## config.mk

```make
export PLATFORM = sky130hd
export DESIGN_NAME = link_tx_arb_flat
export DESIGN_NICKNAME = d
export VERILOG_FILES = /design/src/rtl/link_tx_arb_if.sv /design/src/rtl/link_tx_arb.sv /design/src/flat_wrapper.sv
export SDC_FILE = /design/constraint.sdc
export NUM_CORES = 1
export LEC_CHECK = 0
export BUFFER_PORTS_ARGS = -buffer_cell sky130_fd_sc_hd__buf_4
export CORE_UTILIZATION = 41
export DETAILED_ROUTE_END_ITERATION = 10
export PLACE_DENSITY_LB_ADDON = 0.3
export SETUP_SLACK_MARGIN = 0.05
export SYNTH_ARGS = -nofsm -noshare
export SYNTH_HDL_FRONTEND = slang
export SYNTH_SLANG_ARGS = --single-unit
```

## constraint.sdc

```tcl
create_clock -name clk -period 3.98 [get_ports clk]
set_input_delay 0.796 -clock clk [delete_from_list [all_inputs] [get_ports clk]]
set_output_delay 0.796 -clock clk [all_outputs]
set_load 0.02 [all_outputs]
```

## src/rtl/link_tx_arb_if.sv

```systemverilog
// Requester and serial-sender side signals of the shared link arbiter.
// slave is the arbiter's view; master is the requesters'/sender's view.
interface link_tx_arb_if #(
  parameter int DW = 4
) ();
  logic          req0;
  logic [DW-1:0] data0;
  logic          req1;
  logic [DW-1:0] data1;
  logic          gnt0;
  logic          gnt1;
  logic          done0;
  logic          done1;
  logic [DW-1:0] p2s_din;
  logic          p2s_load;
  logic          p2s_send;
  logic          busy;

  modport slave (
    input  req0, data0, req1, data1,
    output gnt0, gnt1, done0, done1, p2s_din, p2s_load, p2s_send, busy
  );

  modport master (
    output req0, data0, req1, data1,
    input  gnt0, gnt1, done0, done1, p2s_din, p2s_load, p2s_send, busy
  );
endinterface

```

## src/rtl/link_tx_arb.sv

```systemverilog
// Two-requester round-robin arbiter that sequences the serial sender through
// LOAD -> SEND -> GAP frames and pulses done to the requester it served.
module link_tx_arb #(
  parameter int DW      = 4,
  parameter int GAP_CYC = 1
) (
  input  logic          clk,
  input  logic          rst,
  link_tx_arb_if.slave  lnk
);

  typedef enum logic [1:0] {IDLE, LOAD, SEND, GAP} state_t;

  // One counter serves both SEND bits and GAP cycles, so it is sized for the larger.
  localparam int CW_SEND = $clog2(DW + 1);
  localparam int CW_GAP  = $clog2(GAP_CYC + 1);
  localparam int CW      = (CW_SEND > CW_GAP) ? CW_SEND : CW_GAP;

  localparam logic [CW-1:0] SEND_LAST = CW'(DW - 1);
  localparam logic [CW-1:0] GAP_LAST  = CW'(GAP_CYC - 1);
  localparam logic [CW-1:0] CNT_ONE   = CW'(1);

  state_t        state, state_n;
  logic [CW-1:0] cnt, cnt_n;
  logic [DW-1:0] word, word_n;
  logic          last_served, last_n;
  logic          pick1;

  logic          gnt0_r, gnt1_r, done0_r, done1_r;
  logic          load_r, send_r, busy_r;
  logic [DW-1:0] din_r;

  logic          gnt0_n, gnt1_n, done0_n, done1_n;
  logic          load_n, send_n, busy_n;
  logic [DW-1:0] din_n;
  logic          owns_n, frame_end;

  // last_served doubles as the current owner: it is written at grant time.
  always_comb begin
    state_n = state;
    cnt_n   = cnt;
    word_n  = word;
    last_n  = last_served;
    pick1   = 1'b0;
    case (state)
      IDLE: begin
        if (lnk.req0 || lnk.req1) begin
          pick1   = lnk.req1 && (!lnk.req0 || !last_served);
          word_n  = pick1 ? lnk.data1 : lnk.data0;
          last_n  = pick1;
          state_n = LOAD;
          cnt_n   = '0;
        end
      end
      LOAD: begin
        state_n = SEND;
        cnt_n   = '0;
      end
      SEND: begin
        if (cnt == SEND_LAST) begin
          state_n = GAP;
          cnt_n   = '0;
        end else begin
          cnt_n = cnt + CNT_ONE;
        end
      end
      GAP: begin
        if (cnt == GAP_LAST) begin
          state_n = IDLE;
          cnt_n   = '0;
        end else begin
          cnt_n = cnt + CNT_ONE;
        end
      end
      default: begin
        state_n = IDLE;
        cnt_n   = '0;
      end
    endcase
  end

  // Outputs are registered, so they are decoded from the next state.
  always_comb begin
    owns_n    = (state_n == LOAD) || (state_n == SEND);
    frame_end = (state == SEND) && (state_n == GAP);
    gnt0_n    = owns_n && !last_n;
    gnt1_n    = owns_n &&  last_n;
    done0_n   = frame_end && !last_served;
    done1_n   = frame_end &&  last_served;
    load_n    = (state_n == LOAD);
    send_n    = (state_n == SEND);
    busy_n    = (state_n != IDLE);
    din_n     = owns_n ? word_n : '0;
  end

  always_ff @(posedge clk) begin
    if (rst) begin
      state       <= IDLE;
      cnt         <= '0;
      word        <= '0;
      last_served <= 1'b1;
      gnt0_r      <= 1'b0;
      gnt1_r      <= 1'b0;
      done0_r     <= 1'b0;
      done1_r     <= 1'b0;
      load_r      <= 1'b0;
      send_r      <= 1'b0;
      busy_r      <= 1'b0;
      din_r       <= '0;
    end else begin
      state       <= state_n;
      cnt         <= cnt_n;
      word        <= word_n;
      last_served <= last_n;
      gnt0_r      <= gnt0_n;
      gnt1_r      <= gnt1_n;
      done0_r     <= done0_n;
      done1_r     <= done1_n;
      load_r      <= load_n;
      send_r      <= send_n;
      busy_r      <= busy_n;
      din_r       <= din_n;
    end
  end

  assign lnk.gnt0     = gnt0_r;
  assign lnk.gnt1     = gnt1_r;
  assign lnk.done0    = done0_r;
  assign lnk.done1    = done1_r;
  assign lnk.p2s_load = load_r;
  assign lnk.p2s_send = send_r;
  assign lnk.busy     = busy_r;
  assign lnk.p2s_din  = din_r;

endmodule

```

## src/flat_wrapper.sv

```systemverilog
// flat-port wrapper written by rule: the top's interface ports become plain ports
module link_tx_arb_flat 
#(
  parameter int DW      = 4,
  parameter int GAP_CYC = 1
)
  (clk, rst, lnk_req0, lnk_data0, lnk_req1, lnk_data1, lnk_gnt0, lnk_gnt1, lnk_done0, lnk_done1, lnk_p2s_din, lnk_p2s_load, lnk_p2s_send, lnk_busy);
  link_tx_arb_if #(.DW(DW)) lnk_i ();
  input  logic clk;
  input  logic rst;
  input wire logic [$bits(lnk_i.req0)-1:0] lnk_req0;
  input wire logic [$bits(lnk_i.data0)-1:0] lnk_data0;
  input wire logic [$bits(lnk_i.req1)-1:0] lnk_req1;
  input wire logic [$bits(lnk_i.data1)-1:0] lnk_data1;
  output wire logic [$bits(lnk_i.gnt0)-1:0] lnk_gnt0;
  output wire logic [$bits(lnk_i.gnt1)-1:0] lnk_gnt1;
  output wire logic [$bits(lnk_i.done0)-1:0] lnk_done0;
  output wire logic [$bits(lnk_i.done1)-1:0] lnk_done1;
  output wire logic [$bits(lnk_i.p2s_din)-1:0] lnk_p2s_din;
  output wire logic [$bits(lnk_i.p2s_load)-1:0] lnk_p2s_load;
  output wire logic [$bits(lnk_i.p2s_send)-1:0] lnk_p2s_send;
  output wire logic [$bits(lnk_i.busy)-1:0] lnk_busy;
  assign lnk_i.req0 = lnk_req0;
  assign lnk_i.data0 = lnk_data0;
  assign lnk_i.req1 = lnk_req1;
  assign lnk_i.data1 = lnk_data1;
  assign lnk_gnt0 = lnk_i.gnt0;
  assign lnk_gnt1 = lnk_i.gnt1;
  assign lnk_done0 = lnk_i.done0;
  assign lnk_done1 = lnk_i.done1;
  assign lnk_p2s_din = lnk_i.p2s_din;
  assign lnk_p2s_load = lnk_i.p2s_load;
  assign lnk_p2s_send = lnk_i.p2s_send;
  assign lnk_busy = lnk_i.busy;
  link_tx_arb #(.DW(DW), .GAP_CYC(GAP_CYC)) u_core (.clk(clk), .rst(rst), .lnk(lnk_i));
endmodule
```

After elaboration in Yosys (flattened, before gate mapping)
Cells that the tools add are included.
{"block": "op_classes", "add_sub_neg": 1, "n_eq_ne": 8, "n_mux": 13, "bitwise_logic": 1, "reduce_logical": 16}
{"op": "$mux W4", "n": 3}
{"op": "$pmux W3 S4", "n": 1}
{"op": "$mux W3", "n": 3}
{"op": "$eq A2 B2 Y1 const B", "n": 4}
{"op": "$pmux W2 S4", "n": 1}
{"op": "$logic_and A1 B1 Y1", "n": 6}
{"op": "$mux W2", "n": 3}
{"op": "$eq A2 B1 Y1 const B", "n": 2}
{"op": "$add A3 B1 Y3 const B", "n": 1}
{"op": "$eq A3 B2 Y1 const B", "n": 1}
{"op": "$logic_not A1 Y1", "n": 3}
{"op": "$logic_not A3 Y1", "n": 1}
{"op": "$logic_or A1 B1 Y1", "n": 3}
{"op": "$logic_not A2 Y1", "n": 1}
{"op": "$mux W1", "n": 2}
{"op": "$ne A2 B1 Y1 const B", "n": 1}
{"op": "$reduce_bool A2 Y1", "n": 1}
{"op": "$reduce_or A2 Y1", "n": 1}
{"op": "$not A1 Y1", "n": 1}
{"block": "word_totals", "register_bits": 21, "inputBits": 12, "wordCells": 51}

Longest topological paths before layout
{"block": "logic_depth", "ltp_word": 7, "depth_mapped": 9, "depth_no_buf": 8}

Worst setup path before layout
Ideal clock, no wire load.
{"block": "synth_timing", "path_type": "input port to flip-flop", "startpoint": "input port lnk_req1", "endpoint": "register u_core.din_r[0] (netlist: u_core.lnk.p2s_din[0])", "setup_ns": 0.086, "arrival_ns": 1.951, "path_slack_ns": 1.943, "cell_stages": 7, "cell_sequence": "nor3_1 o32a_1 inv_1 ha_1 or2_1 buf_1 a211oi_1"}
{"block": "synth_via", "elab_chain_len": 7, "elab_cells_between_ends": 12, "cone_classes": "eq/ne (2); mux (5); bitwise (1); reduce/logical (4)"}
{"element": "start, declared", "line": "flat_wrapper.sv:13", "rtl": "input wire logic [$bits(lnk_i.req1)-1:0] lnk_req1;"}
{"element": "$logic_or A1 B1 Y1 (*)", "line": "link_tx_arb.sv:47", "rtl": "if (lnk.req0 || lnk.req1) begin"}
{"element": "$mux W2 (*)", "line": "link_tx_arb.sv:47"}
{"element": "$pmux W2 S4 (*)", "line": "link_tx_arb.sv:45", "rtl": "case (state)"}
{"element": "named net u_core.state_n[0]", "line": "link_tx_arb.sv:23", "rtl": "state_t state, state_n;"}
{"element": "$eq A2 B1 Y1 / $eq A2 B2 Y1 (equally long branches)", "line": "link_tx_arb.sv:84", "rtl": "owns_n = (state_n == LOAD) || (state_n == SEND);"}
{"element": "$logic_or A1 B1 Y1 (*)", "line": "link_tx_arb.sv:84"}
{"element": "$not A1 Y1 (no source line) (*)"}
{"element": "$reduce_or A2 Y1 (no source line) (*)"}
{"element": "end signal, assigned", "line": "link_tx_arb.sv:122", "rtl": "din_r <= din_n;"}
{"element": "end, declared", "line": "link_tx_arb.sv:31", "rtl": "logic [DW-1:0] din_r;"}
Mark *: on every way through the listed nets, which the timed path passes. The rest lies on a longest branch.
A chain may end at the register's enable or synchronous reset.

Worst setup path after layout
{"block": "layout_timing", "startpoint": "register u_core.cnt[0]", "endpoint": "register u_core.din_r[1] (netlist: u_core.lnk.p2s_din[1])"}
{"block": "layout_via", "elab_chain_len": 7, "elab_cells_between_ends": 10, "cone_classes": "eq/ne (3); mux (3); bitwise (1); reduce/logical (3)"}
{"element": "start, declared", "line": "link_tx_arb.sv:24", "rtl": "logic [CW-1:0] cnt, cnt_n;"}
{"element": "start signal, assigned", "line": "link_tx_arb.sv:112", "rtl": "cnt <= cnt_n;"}
{"element": "$eq A3 B2 Y1 / $logic_not A3 Y1 (equally long branches)", "line": "link_tx_arb.sv:60, link_tx_arb.sv:68"}
{"element": "$mux W2 (on tied branches)", "line": "link_tx_arb.sv:60, link_tx_arb.sv:68"}
{"element": "$pmux W2 S4 (*)", "line": "link_tx_arb.sv:45"}
{"element": "named net u_core.state_n[0]", "line": "link_tx_arb.sv:23"}
{"element": "$eq A2 B1 Y1 / $eq A2 B2 Y1 (equally long branches)", "line": "link_tx_arb.sv:84"}
{"element": "$logic_or A1 B1 Y1 (*)", "line": "link_tx_arb.sv:84"}
{"element": "$not A1 Y1 (no source line) (*)"}
{"element": "$reduce_or A2 Y1 (no source line) (*)"}
Marks and branches as above.

==> run summary <==
fillers: 211
status: finished, final reports clean
CTS resizes: 0
crit start category: register
setup ws final: 1.96 ns
Fin. Hold Viols: 0
NumNets Final: 139
CTS clock-pin slew for the worst setup and hold paths: 0.10 ns
Post-CTS Setup Bufs: 0
Unique masters post-synth: 31
Crit path largest cell delay: 0.38 ns
Final Skew: 0.00183 ns
H-tree levels: 1
Pre-Repair DR Iteration Count: 4
hpwl dp: 1.17 mm
CP Capture Type: register
Avg Vias per Cell: 5.06
Final Max Tran Viols: 0
clock network power share: 20.7%
FMAX: 494 MHz
Total Power: 0.473 mW
GPL Wtd Cong: 0.782
Final Util: 51.9%
Std-Cell Core Area: 2210 um^2
switching portion of total power: 30.1%
YS warnings: 0
CTS tree: built
Worst slew margin: 66.2%
Routed wire per std cell: 10.8 um
TNS Setup: 0 ns
post-route ant nets: 0
via count: 739
Synth Cell Area: 957 um^2
sw power: 0.142 mW
peak supply drop: 274 uV
Iteration-0 DRC Markers: 7
largest net degree at the start of global routing: 16
commonest non-fill, non-tap cell in the layout: buf_4
CTS Buffer Depth: 2
commonest non-fill, non-tap cells in the layout: buf_4 (22), dfxtp_1 (21), a211oi_1 (8), ha_1 (8)
layout cells sized above 1: 24.6%
internal power: 0.330 mW
Place WS: 1.68 ns
worst-path fanout max: 6
Buffers on Ports: 22
Max Cap Violations: 0
Worst Path Required: 4.19 ns
Seq/Total Area, Yosys: 43.9%
Syn Inst Count: 97
final setup fails: 0
CP dominant cell by count: ha_1
CTS root buf: clkbuf_4
Worst-Skew Late Latency: 0.29 ns
Hold Slack: 0.495 ns
clock sinks: 21
number of global-route vias before repair: 666
area leader, netlist: dfxtp_1
critical-path cell list: ha_1, ha_1, nor2b_1, o32a_1, inv_1, ha_1, or2_1, a211oi_1
Die Wd: 50.3 um
Worst Path Arrival: 2.24 ns
first-pass GRT wire length: 2.70 mm
crit path time final: 2.02 ns
initial antenna violation count: 0
grt ovf: 0
largest cells by area after synthesis: dfxtp_1 (44%), ha_1 (10%), a211oi_1 (6.3%)
synthesis-stage register bit count: 21
WL final: 1.58 mm
fin crit share: 50.9%
combinational share of power: 25.9%
drt drc: 0
GRT Util Overall: 14.0%
placement row count: 17
Flop pwr share: 53.4%
Die Height: 50.3 um
initial core utilization: 43.3%
Power per Cell Area: 411 nW/um^2
hold_buf cts: 0
Die ar.: 2530 um^2
syn avg cell area: 9.87 um^2
RSZ-0062 raised after global routing: false
Crit Path Category: reg -> reg
number of diodes: 0
Worst Max-Slew Pin Slew: 0.507 ns
Slowest cell on crit path: o32a_1
Top Ports: 23
Hold Crit Class: reg -> reg
Mapped Nets: 117
Area Growth Syn to Fin: 20.0%
Yosys top cell area share: 43.9%
LEAKAGE: 0.492 nW
total CTS buffers: 3
## worst max-delay path: cells and delay by family (launching register included)
kind	cells	cell delay, ns
AO/OA/AOI/OAI	2	0.59
adder cells (fa/ha/maj)	3	0.57
flip-flops	1	0.37
AND/OR/NAND/NOR	2	0.34
buffers and inverters	1	0.09
## sequential cells by signal, summed over array words and instances, names as in the netlist
| name | cells |
|---|---|
| u_core.word | 4 |
| u_core.state | 2 |
| u_core.lnk.done0 | 1 |
| u_core.lnk.gnt0 | 1 |
| u_core.lnk.p2s_din | 4 |
| u_core.lnk.gnt1 | 1 |
| u_core.lnk.done1 | 1 |
| u_core.lnk.p2s_send | 1 |
| u_core.lnk.busy | 1 |
| u_core.last_served | 1 |
| u_core.lnk.p2s_load | 1 |
| u_core.cnt | 3 |
## cell usage after synthesis
master	instances
o32a_1	1
o21ai_1	2
dfxtp_1	21
and2_1	1
nor3b_1	2
or2_1	1
nor2_1	6
o32ai_1	1
buf_2	1
a31oi_1	1
nor2b_1	7
or2_4	1
nor3_1	1
buf_1	1
a21bo_2	1
and2_4	1
buf_6	2
ha_1	8
nor4bb_1	1
o2111ai_1	2
a21oi_1	5
a22oi_1	1
nand2b_1	1
clkbuf_1	1
nand2_1	5
a211oi_1	8
nor4_2	1
inv_1	7
nand3b_1	1
mux2i_1	4
nand4b_1	1
## cell families (layout without fill, tap and decap cells)
group	count (synthesis)	after routing	share of synthesized area (%)
buf+inv	12	33	6.40
simple gates	30	30	18.8
fa+ha+maj	8	8	10.5
compound gates	22	22	16.2
mux	4	4	4.18
flops	21	21	43.9
## layer usage
layer	share of wire [%]	GRT usage [%]	wire, um	up-vias
met3	4.4	5.45	70	2
met1	45	15.1	708	339
met2	50	25.8	786	16
li1	-	-	-	382
met5	0	0	0	-
met4	1.1	2.78	17	0
## final cells by class
| cell class | count | area, um^2 | area share (%) |
|---|---|---|---|
| Inverter | 7 | 26.3 | 2.29 |
| Sequential cell | 21 | 420 | 36.6 |
| Timing Repair Buffer | 22 | 165 | 14.4 |
| Clock buffer | 4 | 26.3 | 2.29 |
| Multi-Input combinational cell | 64 | 475 | 41.4 |
| Tap cell | 28 | 35.0 | 3.05 |
## stage by stage
step,cells,cell area [um^2]
2_1_floorplan,97,957
3_3_place_gp,142,1120
3_5_place_dp,142,1120
4_1_cts,146,1150
5_1_grt,146,1150
6_report,146,1150
## final timing paths
check                                   from                          endpoint  slack (ns)  depth (start not counted)
hold reg to reg   u_core.cnt[0]$_SDFFE_PP0P_        u_core.cnt[0]$_SDFFE_PP0P_        0.50                          2
setup reg to reg  u_core.cnt[0]$_SDFFE_PP0P_  u_core.lnk.p2s_din[1]$_SDFF_PP0_        1.96                          8
setup / recovery  u_core.cnt[0]$_SDFFE_PP0P_  u_core.lnk.p2s_din[1]$_SDFF_PP0_        1.96                          8
hold / removal    u_core.cnt[0]$_SDFFE_PP0P_        u_core.cnt[0]$_SDFFE_PP0P_        0.50                          2
## power by group through the flow
stage          clock, mW  combinational (mW)  sequential (mW)
2_1_floorplan          0              0.0748            0.267
3_3_place_gp           0               0.122            0.257
3_5_place_dp           0               0.123            0.257
4_1_cts           0.0998               0.124            0.253
5_1_grt            0.112               0.136            0.255
6_report          0.0978               0.122            0.252
Note: power is estimated with default switching activity, not from simulation.
